--- src/rtl/qmax_ctrl_if.sv ---
// Signal bundle between qmax_ctrl, its two requesters and the Q-max table.
// slave = controller view, master = requester/table view.
interface qmax_ctrl_if #(
    parameter int ADDR_WIDTH = 6,
    parameter int DATA_WIDTH = 32
);
    logic                  i_rd_req;
    logic [ADDR_WIDTH-1:0] i_rd_addr;
    logic                  o_rd_ready;
    logic                  o_rd_valid;
    logic [DATA_WIDTH-1:0] o_rd_data;

    logic                  i_upd_valid;
    logic [ADDR_WIDTH-1:0] i_upd_addr;
    logic [DATA_WIDTH-1:0] i_upd_q;
    logic                  o_upd_ready;
    logic                  o_upd_done;
    logic                  o_upd_wrote;

    logic                  o_init_done;

    logic [ADDR_WIDTH-1:0] o_tab_addr_r;
    logic [ADDR_WIDTH-1:0] o_tab_addr_w;
    logic                  o_tab_read_en;
    logic                  o_tab_write_en;
    logic [DATA_WIDTH-1:0] o_tab_data;
    logic [DATA_WIDTH-1:0] i_tab_data;

    modport slave (
        input  i_rd_req, i_rd_addr, i_upd_valid, i_upd_addr, i_upd_q, i_tab_data,
        output o_rd_ready, o_rd_valid, o_rd_data, o_upd_ready, o_upd_done, o_upd_wrote,
               o_init_done, o_tab_addr_r, o_tab_addr_w, o_tab_read_en, o_tab_write_en,
               o_tab_data
    );

    modport master (
        output i_rd_req, i_rd_addr, i_upd_valid, i_upd_addr, i_upd_q, i_tab_data,
        input  o_rd_ready, o_rd_valid, o_rd_data, o_upd_ready, o_upd_done, o_upd_wrote,
               o_init_done, o_tab_addr_r, o_tab_addr_w, o_tab_read_en, o_tab_write_en,
               o_tab_data
    );
endinterface

--- src/rtl/qmax_ctrl.sv ---
// Q-max table controller: shares one read and one write port between a lookup and a
// read-compare-conditional-write update port. QMAX_CTRL_INIT_SWEEP_EN adds a post-reset init sweep.
module qmax_ctrl #(
    parameter int                    ADDR_WIDTH = 6,
    parameter int                    DATA_WIDTH = 32,
    parameter int                    DEPTH      = 64,
    parameter logic [DATA_WIDTH-1:0] QINIT      = '0
) (
    input logic        i_clk,
    input logic        i_rst_n,
    qmax_ctrl_if.slave bus
);

`ifdef QMAX_CTRL_INIT_SWEEP_EN
    typedef enum logic [2:0] {INIT, IDLE, RD_ISSUE, RD_CAPT, UPD_ISSUE, UPD_CMP} state_t;
    localparam state_t ST_RST        = INIT;
    localparam logic   INIT_DONE_RST = 1'b0;
    localparam logic [ADDR_WIDTH:0] SWEEP_END = (ADDR_WIDTH+1)'(DEPTH);
    logic [ADDR_WIDTH:0] cnt_q;
`else
    typedef enum logic [2:0] {IDLE, RD_ISSUE, RD_CAPT, UPD_ISSUE, UPD_CMP} state_t;
    localparam state_t ST_RST        = IDLE;
    localparam logic   INIT_DONE_RST = 1'b1;
`endif

    state_t                state_q;
    logic                  last_rd_q;
    logic                  rd_ready_q, upd_ready_q;
    logic                  rd_valid_q;
    logic [DATA_WIDTH-1:0] rd_data_q;
    logic                  upd_done_q, upd_wrote_q;
    logic                  init_done_q;
    logic [ADDR_WIDTH-1:0] tab_addr_r_q, tab_addr_w_q;
    logic                  tab_read_en_q, tab_write_en_q;
    logic [DATA_WIDTH-1:0] tab_data_q;
    logic [ADDR_WIDTH-1:0] req_addr_q;
    logic [DATA_WIDTH-1:0] req_q_q;

    logic offer_rd_d;
    logic upd_gt_d;

    // Ready is registered, so the port offered next cycle is picked from the requests seen now;
    // with nothing pending the offer goes to the port that was not granted last.
    always_comb begin
        offer_rd_d = bus.i_rd_req ? (!bus.i_upd_valid || !last_rd_q)
                                  : (!bus.i_upd_valid && !last_rd_q);
        upd_gt_d   = $signed(req_q_q) > $signed(bus.i_tab_data);
    end

    always_ff @(posedge i_clk or negedge i_rst_n) begin
        if (!i_rst_n) begin
            state_q        <= ST_RST;
            last_rd_q      <= 1'b1;
            rd_ready_q     <= 1'b0;
            upd_ready_q    <= 1'b0;
            rd_valid_q     <= 1'b0;
            rd_data_q      <= '0;
            upd_done_q     <= 1'b0;
            upd_wrote_q    <= 1'b0;
            init_done_q    <= INIT_DONE_RST;
            tab_addr_r_q   <= '0;
            tab_addr_w_q   <= '0;
            tab_read_en_q  <= 1'b0;
            tab_write_en_q <= 1'b0;
            tab_data_q     <= '0;
            req_addr_q     <= '0;
            req_q_q        <= '0;
`ifdef QMAX_CTRL_INIT_SWEEP_EN
            cnt_q          <= '0;
`endif
        end else begin
            rd_valid_q     <= 1'b0;
            upd_done_q     <= 1'b0;
            upd_wrote_q    <= 1'b0;
            tab_read_en_q  <= 1'b0;
            tab_write_en_q <= 1'b0;
            rd_ready_q     <= 1'b0;
            upd_ready_q    <= 1'b0;
            case (state_q)
`ifdef QMAX_CTRL_INIT_SWEEP_EN
                INIT: begin
                    if (cnt_q != SWEEP_END) begin
                        tab_write_en_q <= 1'b1;
                        tab_addr_w_q   <= cnt_q[ADDR_WIDTH-1:0];
                        tab_data_q     <= QINIT;
                        cnt_q          <= cnt_q + 1'b1;
                    end else begin
                        init_done_q <= 1'b1;
                        state_q     <= IDLE;
                    end
                end
`endif
                IDLE: begin
                    if (rd_ready_q && bus.i_rd_req) begin
                        tab_addr_r_q  <= bus.i_rd_addr;
                        tab_read_en_q <= 1'b1;
                        last_rd_q     <= 1'b1;
                        state_q       <= RD_ISSUE;
                    end else if (upd_ready_q && bus.i_upd_valid) begin
                        req_addr_q    <= bus.i_upd_addr;
                        req_q_q       <= bus.i_upd_q;
                        tab_addr_r_q  <= bus.i_upd_addr;
                        tab_read_en_q <= 1'b1;
                        last_rd_q     <= 1'b0;
                        state_q       <= UPD_ISSUE;
                    end else begin
                        rd_ready_q  <= offer_rd_d;
                        upd_ready_q <= !offer_rd_d;
                    end
                end
                RD_ISSUE:  state_q <= RD_CAPT;
                RD_CAPT: begin
                    rd_data_q   <= bus.i_tab_data;
                    rd_valid_q  <= 1'b1;
                    rd_ready_q  <= offer_rd_d;
                    upd_ready_q <= !offer_rd_d;
                    state_q     <= IDLE;
                end
                UPD_ISSUE: state_q <= UPD_CMP;
                // Finish step: done and the conditional write are registered here so they
                // appear in the same cycle the FSM is back in IDLE and can accept again.
                UPD_CMP: begin
                    upd_done_q  <= 1'b1;
                    upd_wrote_q <= upd_gt_d;
                    if (upd_gt_d) begin
                        tab_write_en_q <= 1'b1;
                        tab_addr_w_q   <= req_addr_q;
                        tab_data_q     <= req_q_q;
                    end
                    rd_ready_q  <= offer_rd_d;
                    upd_ready_q <= !offer_rd_d;
                    state_q     <= IDLE;
                end
                default: state_q <= ST_RST;
            endcase
        end
    end

    assign bus.o_rd_ready     = rd_ready_q;
    assign bus.o_rd_valid     = rd_valid_q;
    assign bus.o_rd_data      = rd_data_q;
    assign bus.o_upd_ready    = upd_ready_q;
    assign bus.o_upd_done     = upd_done_q;
    assign bus.o_upd_wrote    = upd_wrote_q;
    assign bus.o_init_done    = init_done_q;
    assign bus.o_tab_addr_r   = tab_addr_r_q;
    assign bus.o_tab_addr_w   = tab_addr_w_q;
    assign bus.o_tab_read_en  = tab_read_en_q;
    assign bus.o_tab_write_en = tab_write_en_q;
    assign bus.o_tab_data     = tab_data_q;

endmodule
--- src/flat_wrapper.sv ---
// flat-port wrapper written by rule: the top's interface ports become plain ports
module qmax_ctrl_flat 
#(
    parameter int                    ADDR_WIDTH = 6,
    parameter int                    DATA_WIDTH = 32,
    parameter int                    DEPTH      = 64,
    parameter logic [DATA_WIDTH-1:0] QINIT      = '0
)
  (i_clk, i_rst_n, bus_i_rd_req, bus_i_rd_addr, bus_i_upd_valid, bus_i_upd_addr, bus_i_upd_q, bus_i_tab_data, bus_o_rd_ready, bus_o_rd_valid, bus_o_rd_data, bus_o_upd_ready, bus_o_upd_done, bus_o_upd_wrote, bus_o_init_done, bus_o_tab_addr_r, bus_o_tab_addr_w, bus_o_tab_read_en, bus_o_tab_write_en, bus_o_tab_data);
  qmax_ctrl_if #(.ADDR_WIDTH(ADDR_WIDTH), .DATA_WIDTH(DATA_WIDTH)) bus_i ();
  input logic i_clk;
  input logic i_rst_n;
  input wire logic [$bits(bus_i.i_rd_req)-1:0] bus_i_rd_req;
  input wire logic [$bits(bus_i.i_rd_addr)-1:0] bus_i_rd_addr;
  input wire logic [$bits(bus_i.i_upd_valid)-1:0] bus_i_upd_valid;
  input wire logic [$bits(bus_i.i_upd_addr)-1:0] bus_i_upd_addr;
  input wire logic [$bits(bus_i.i_upd_q)-1:0] bus_i_upd_q;
  input wire logic [$bits(bus_i.i_tab_data)-1:0] bus_i_tab_data;
  output wire logic [$bits(bus_i.o_rd_ready)-1:0] bus_o_rd_ready;
  output wire logic [$bits(bus_i.o_rd_valid)-1:0] bus_o_rd_valid;
  output wire logic [$bits(bus_i.o_rd_data)-1:0] bus_o_rd_data;
  output wire logic [$bits(bus_i.o_upd_ready)-1:0] bus_o_upd_ready;
  output wire logic [$bits(bus_i.o_upd_done)-1:0] bus_o_upd_done;
  output wire logic [$bits(bus_i.o_upd_wrote)-1:0] bus_o_upd_wrote;
  output wire logic [$bits(bus_i.o_init_done)-1:0] bus_o_init_done;
  output wire logic [$bits(bus_i.o_tab_addr_r)-1:0] bus_o_tab_addr_r;
  output wire logic [$bits(bus_i.o_tab_addr_w)-1:0] bus_o_tab_addr_w;
  output wire logic [$bits(bus_i.o_tab_read_en)-1:0] bus_o_tab_read_en;
  output wire logic [$bits(bus_i.o_tab_write_en)-1:0] bus_o_tab_write_en;
  output wire logic [$bits(bus_i.o_tab_data)-1:0] bus_o_tab_data;
  assign bus_i.i_rd_req = bus_i_rd_req;
  assign bus_i.i_rd_addr = bus_i_rd_addr;
  assign bus_i.i_upd_valid = bus_i_upd_valid;
  assign bus_i.i_upd_addr = bus_i_upd_addr;
  assign bus_i.i_upd_q = bus_i_upd_q;
  assign bus_i.i_tab_data = bus_i_tab_data;
  assign bus_o_rd_ready = bus_i.o_rd_ready;
  assign bus_o_rd_valid = bus_i.o_rd_valid;
  assign bus_o_rd_data = bus_i.o_rd_data;
  assign bus_o_upd_ready = bus_i.o_upd_ready;
  assign bus_o_upd_done = bus_i.o_upd_done;
  assign bus_o_upd_wrote = bus_i.o_upd_wrote;
  assign bus_o_init_done = bus_i.o_init_done;
  assign bus_o_tab_addr_r = bus_i.o_tab_addr_r;
  assign bus_o_tab_addr_w = bus_i.o_tab_addr_w;
  assign bus_o_tab_read_en = bus_i.o_tab_read_en;
  assign bus_o_tab_write_en = bus_i.o_tab_write_en;
  assign bus_o_tab_data = bus_i.o_tab_data;
  qmax_ctrl #(.ADDR_WIDTH(ADDR_WIDTH), .DATA_WIDTH(DATA_WIDTH), .DEPTH(DEPTH), .QINIT(QINIT)) u_core (.i_clk(i_clk), .i_rst_n(i_rst_n), .bus(bus_i));
endmodule
--- config.mk ---
export PLATFORM = sky130hd
export DESIGN_NAME = qmax_ctrl_flat
export DESIGN_NICKNAME = d
export VERILOG_FILES = /design/src/rtl/qmax_ctrl_if.sv /design/src/rtl/qmax_ctrl.sv /design/src/flat_wrapper.sv
export SDC_FILE = /design/constraint.sdc
export NUM_CORES = 1
export LEC_CHECK = 0
export ABC_CLOCK_PERIOD_IN_PS = 5750
export CELL_PAD_IN_SITES_DETAIL_PLACEMENT = 0
export CELL_PAD_IN_SITES_GLOBAL_PLACEMENT = 1
export CORE_MARGIN = 4
export CORE_UTILIZATION = 43
export CTS_BUF_LIST = sky130_fd_sc_hd__clkbuf_8 sky130_fd_sc_hd__clkbuf_16
export CTS_CLUSTER_DIAMETER = 200
export CTS_CLUSTER_SIZE = 8
export DETAILED_ROUTE_END_ITERATION = 12
export PLACE_DENSITY = 0.91
export SYNTH_ARGS = -nofsm -noshare
export SYNTH_HDL_FRONTEND = slang
export SYNTH_SLANG_ARGS = --single-unit
--- constraint.sdc ---
create_clock -name i_clk -period 5.75 [get_ports i_clk]
set_input_delay 0.575 -clock i_clk [delete_from_list [all_inputs] [get_ports i_clk]]
set_output_delay 0.575 -clock i_clk [all_outputs]
set_load 0.005 [all_outputs]
==> qor_table.md <==
| Quantity | Reported | Unit |
|---|---|---|
| Run status | completed | - |
| Io pins | 164 | - |
| Core area | 16800 | um^2 |
| CTS Sinks | 124 | - |
| TritonCTS clock tree | yes | - |
| Slew at the pin closest to its max-slew limit | 0.983 | ns |
| Max-slew violation count | 0 | - |
| Layout net count | 925 | - |
| PD cells | 519 | nW/um^2 |
| Core occupancy in the finished layout | 0.582 | - |
| Synth-to-layout area growth | 31.4 | % |
| Routed wire length per instance | 20.5 | um |
| Synthesized area | 7420 | um^2 |
| Width of the die | 139 | um |
| Maximum number of pins on one net before global-route repair | 97 | - |
| First-pass GRT wire length | 35400 | um |
| Total of fill cells in the finished design | 1369 | - |
| Primary flip-flop cell chosen by synthesis mapping | dfrtp_1 | - |
| R2R setup slack | 1.76 | ns |
| Register area share after synthesis | 0.419 | - |
| Starting utilization of the core area | 0.442 | - |
| Placed wire-length estimate | 13700 | um |
| Count of vias placed by the detailed router | 6462 | - |
| Floorplan die height | 139 | um |
| Number of cells upsized or downsized after cts | 0 | - |
| Hold slack | 0.104 | ns |
| Fraction of synthesis flops using an asynchronous set or reset pin | 1.00 | - |
| Worst r2r src | u_core.req_q_q[31] | - |
| Fraction of the cycle the final worst path needs | 0.733 | - |
| Clock insertion delay at the later pin of the skew report | 0.42 | ns |
| Design area | 9750 | um^2 |
| Clock slew at the register clock pins of the worst setup and hold paths | 0.06 | ns |
| Worst reg2reg path endpoint | u_core.bus.o_tab_data[9] | - |
| Max IR drop VDD | 0.329 | mV |
| Synth Net Count | 805 | - |
| Data arrival time of the critical path | 4.49 | ns |
| Critical Path End Type | register | - |
| Number of register bits inferred by synthesis | 124 | - |
| Final Hold Fails | 0 | - |
| Cell count after synthesis | 693 | - |
| Leakage power | 3.91 | nW |
| Count of warnings emitted by yosys | 1 | - |
| Post-Route Setup TNS | 0 | ns |
| Maximum number of buffers from clock root to sink | 2 | - |
| Max H-tree Level | 4 | - |
| Post-CTS Hold Buffers | 0 | - |
| Cell Count Post-Placement | 1014 | - |
| Layout cell share with drive strength beyond 1 | 0.137 | - |
| Number of maximum-capacitance constraint violations | 0 | - |
| Number of enable flip-flop cells after synthesis | 0 | - |
| Mean number of vias per cell | 6.18 | - |
| Number of distinct library cells after synthesis | 44 | - |
| Normalized max-slew margin | 0.344 | - |
| Clk_skew | 0.00879 | ns |
| Highest Clock Rate | 237 | MHz |
| Final std cells w/o fill | 1046 | - |
| Total CTS buffers | 17 | - |
| Overall routing resource usage | 0.221 | - |
| Final weighted congestion in routability-driven placement | 0.780 | - |
| Number of nets still failing antenna checks after routing | 0 | - |
| Design Power | 5.06 | mW |
| Mean instance size in the synthesized netlist | 10.7 | um^2 |
| Placed inst area | 9140 | um^2 |
| Number of rows in the core area | 47 | - |
| Crit path max fanout | 61 | - |
| Iteration-0 DRC Markers | 797 | - |
| Required time at the endpoint of the critical path | 6.02 | ns |
| Setup repair after global routing missed its margin | false | - |
| Clock period minus final worst setup slack | 4.21 | ns |
| Remaining Overflow, GRT | 0 | - |
| Via count of the first global-routing pass | 6842 | - |
| Antenna diode instance count | 0 | - |
| Worst hold-check path type | in2async | - |
| Worst slack after detailed placement | 1.16 | ns |
| Critical path launch point type | primary input | - |
| Wirelength, routed | 21400 | um |
| Start-to-end type of the worst setup path | in2reg | - |
| Total of endpoints with negative setup slack in the final report | 0 | - |
| Port buffer count | 162 | - |
| Drc violations | 0 | - |
| First-pass iteration count of the detailed router | 5 | - |
| Final Worst Setup Slack | 1.54 | ns |
| Total die area | 19400 | um^2 |
| Worst Reg-to-Reg Cells | 7 | - |
| CTS Root Cell | clkbuf_16 | - |
| Initial antenna violation count | 0 | - |
| Number of setup buffers added after CTS | 0 | - |
[placed cells by master, fill, tap and decap left out, types with 2 or more instances in the layout]
cell             instances
clkdlybuf4s50_1        161
nand3_1                  3
bufinv_16                2
nand2_1                 48
dfrtp_1                123
clkinv_2                 4
o2111ai_2               19
a41oi_1                 38
nand2b_1                40
inv_1                   35
clkinvlp_4               3
mux2_1                  33
buf_4                   11
clkbuf_16               17
o2111ai_1               57
mux2i_1                  6
nor2_1                  10
o21ai_0                  4
clkbuf_8                 5
nand4b_1                37
nor2b_1                  4
o21ai_1                  3
a21oi_1                 21
nand4_1                  7
a22oi_1                 39
ha_1                    31
nor3_1                   2
mux2_2                  36
[cell type report]
class                      count  area, um^2  share of cell area
clock buffer                  22         494              0.0507
tap                          220         275              0.0282
sequential                   124        3100               0.318
clock inverter                10         111              0.0114
inverter                      35         131              0.0135
multi-input combinational    462        3930               0.403
timing repair buffer         173        1710               0.175
[routing by layer]
metal / up-vias / GRT usage / part of all wire
li1: 2947 / - / -
met4: 0 / 0.0762 / 0.018
met3: 32 / 0.0703 / 0.077
met5: - / 0 / 0
met1: 3216 / 0.286 / 0.43
met2: 267 / 0.352 / 0.48
[power by group]
group / switching, mW / internal [mW]
logic: 1.11 / 1.22
registers: 0.368 / 1.26
clock network: 0.403 / 0.693
total: 1.89 / 3.18
[worst max path at each step]
stage / startpoint / end / slack [ns] / cells after the start
final: bus_i_tab_data[31] / u_core.bus.o_tab_data[9] / 1.54 / 9
after global routing: bus_i_tab_data[31] / u_core.bus.o_tab_data[1] / 1.37 / 9
after CTS: bus_i_tab_data[31] / u_core.bus.o_tab_data[9] / 1.60 / 9
after detailed placement: bus_i_tab_data[31] / u_core.bus.o_tab_data[9] / 1.16 / 9
after global placement: bus_i_tab_data[31] / u_core.bus.o_tab_data[17] / 1.37 / 9
after floorplan: bus_i_tab_data[31] / u_core.bus.o_tab_data[22] / 3.10 / 11
[registers in the layout, indices dropped and copies added, names as in the netlist, 3 cells and up]
name / flops
u_core.bus.o_tab_data: 32
u_core.bus.o_rd_data: 32
u_core.req_addr_q: 6
u_core.req_q_q: 32
u_core.bus.o_tab_addr_w: 6
u_core.bus.o_tab_addr_r: 6
u_core.state_q: 3
[cell usage after synthesis (2+ instances only)]
library cell | n | share of area
a21oi_1 | 22 | 0.015
a221oi_1 | 2 | 0.0024
a22oi_1 | 40 | 0.040
a41oi_1 | 38 | 0.045
buf_2 | 10 | 0.0067
buf_4 | 4 | 0.0040
buf_6 | 4 | 0.0061
clkbuf_1 | 53 | 0.027
dfrtp_1 | 123 | 0.42
ha_1 | 32 | 0.054
inv_1 | 35 | 0.018
mux2_1 | 33 | 0.050
mux2_2 | 36 | 0.055
mux2i_1 | 6 | 0.0081
nand2_1 | 48 | 0.024
nand2b_1 | 40 | 0.034
nand3_1 | 3 | 0.0020
nand4_1 | 7 | 0.0059
nand4b_1 | 37 | 0.044
nor2_1 | 10 | 0.0051
nor2b_1 | 4 | 0.0034
nor3_1 | 3 | 0.0020
o2111ai_1 | 57 | 0.067
o2111ai_2 | 19 | 0.038
o21ai_0 | 4 | 0.0027
o21ai_1 | 4 | 0.0027
or4_1 | 2 | 0.0020
[logic make-up after synthesis]
group           share of synthesized area
flops                               0.419
compound gates                      0.223
buf+inv                            0.0619
mux                                 0.113
other cells                      0.000506
fa+ha+maj                          0.0553
simple gates                        0.128
[critical path, stage by stage]
cell,delay (ns)
clkdlybuf4s50_1,0.47
inv_1,0.08
ha_4,0.66
nand4_2,0.22
or4_2,1.03
a31o_2,0.57
buf_4,0.38
a41oi_1,0.31
o2111ai_1,0.17
Power figures use the tool's default switching activity.
==> RTL edit, RTL diff (same flow settings) <==
Reset style: synchronous (`i_rst_n`), changed in one clocked block.
--- a/src/rtl/qmax_ctrl.sv
+++ b/src/rtl/qmax_ctrl.sv
@@ -48,5 +48,5 @@
     end
 
-    always_ff @(posedge i_clk or negedge i_rst_n) begin
+    always_ff @(posedge i_clk) begin
         if (!i_rst_n) begin
             state_q        <= ST_RST;
Check against the original RTL: differs if i_rst_n is asserted again (counterexample within 4 cycles, from zero or initial values and one cycle with i_rst_n low); with i_rst_n held inactive, the same outputs for 10 cycles.
==> RTL edit against the unedited design <==
Worst setup slack improved by 0.55 ns. Global-route usage decreased by 1.8 points. Clock skew fell by 0.0016 ns. Wire length shrank 31%. Sequential power decreased by 44%. Sequential cell count stayed put. Sequential share of layout area is 0.34 points higher. Critical path depth rose by 1. Power shrank 59%. Utilization up 3.0 points. Final area decreased by 21%. Area after synthesis down 26%. Critical endpoint is now u_core.bus.o_tab_data[11]. Largest power group is now sequential cells.
==> RTL edit: results (changes against the unedited design) <==
Run status
  – Run status: finished clean

Place
  – Placed cell count: 959 (-5.4%)
  – Area after DPL: 0.007212 mm^2 (-21%)
  – Dpl hpwl: 10,450 um (-24%)

Critical path
  – Crit-path max cell delay: 0.79 ns (-0.24 ns)
  – Arr. time, crit path: 4.00 ns (-0.49 ns)
  – R2R cell count: 8 (+1)
  – Slowest-stage cell, CP: a211oi_4
  – FF-to-FF Start: u_core.req_q_q[13]
  – Worst-path fanout max: 24 (-61%)
  – Cell family with most CP delay: compound AO/OA/AOI/OAI gates
  – Worst Setup EP: u_core.bus.o_tab_data[11]

Global routing
  – GRT met3 Usage: 6.853% (-0.18 points)
  – First-pass GRT wire length: 23,560 um (-33%)
  – Vias in the first global route: 4,839 (-29%)
  – Largest net degree at the start of global routing: 96 (-1.0%)
  – Total track usage: 20.34% (-1.8 points)

Yosys
  – Post-synth cell types: 41 (-6.8%)
  – Yosys warning total: 0 (-1)
  – Post-synth ARST share: 0% (-100 points)
  – Mapped Avg Cell Area: 8.316 um^2 (-22%)
  – Syn Nets: 776 (-3.6%)
  – Post-synth top cells: nand2_1 (232), dfxtp_1 (124), a21boi_0 (68)

Detailed routing
  – M1 wire length: 6502 um (-29%)
  – 1st-iter DRT viols: 278 (-65%)
  – Detailed Routing Iterations Pass 1: 6 (+1)
  – Detail Route met2 WL: 6987 um (-31%)
  – Vias post-DR: 4,854 (-25%)

Cells and area
  – Fill cell count: 1,153 (-16%)
  – Post-Layout Cell Count: 990 (-5.4%)

Pwr
  – Power Clock: 901 uW (-18%)
  – Leak pwr: 2.992 nW (-24%)
  – Seq group: 917 uW (-44%)

Timing
  – Min Tclk post-route: 3.662 ns (-0.5509 ns)
  – Minimum hold slack: 0.4573 ns (+0.3538 ns)
-- RTL edit: worst min-delay path: stages, from the launching register on --
cell     delay, ns
dfxtp_1       0.30
nand2_1       0.05
mux2i_1       0.05
-- RTL edit: cell families (layout without fill, tap and decap cells) --
family	after synthesis	in the layout	synth area share, %
and+or+nand+nor	279	279	20.49
DFF	124	124	44.96
AOI/OAI and AO/OA	110	110	14.30
buffers and inverters	79	233	5.869
muxes	38	38	6.889
adders and majority gates	33	33	7.433
other	1	1	0.06792
-- RTL edit: layout make-up --
type | instances | area [um^2] | area share [%]
clock buffer | 19 | 452.9 | 5.873
clock inverter | 12 | 47.55 | 0.6165
inverter | 36 | 135.1 | 1.752
multi-input combinational | 461 | 2730 | 35.40
sequential | 124 | 2482 | 32.19
tap | 172 | 215.2 | 2.790
timing repair buffer | 166 | 1649 | 21.38
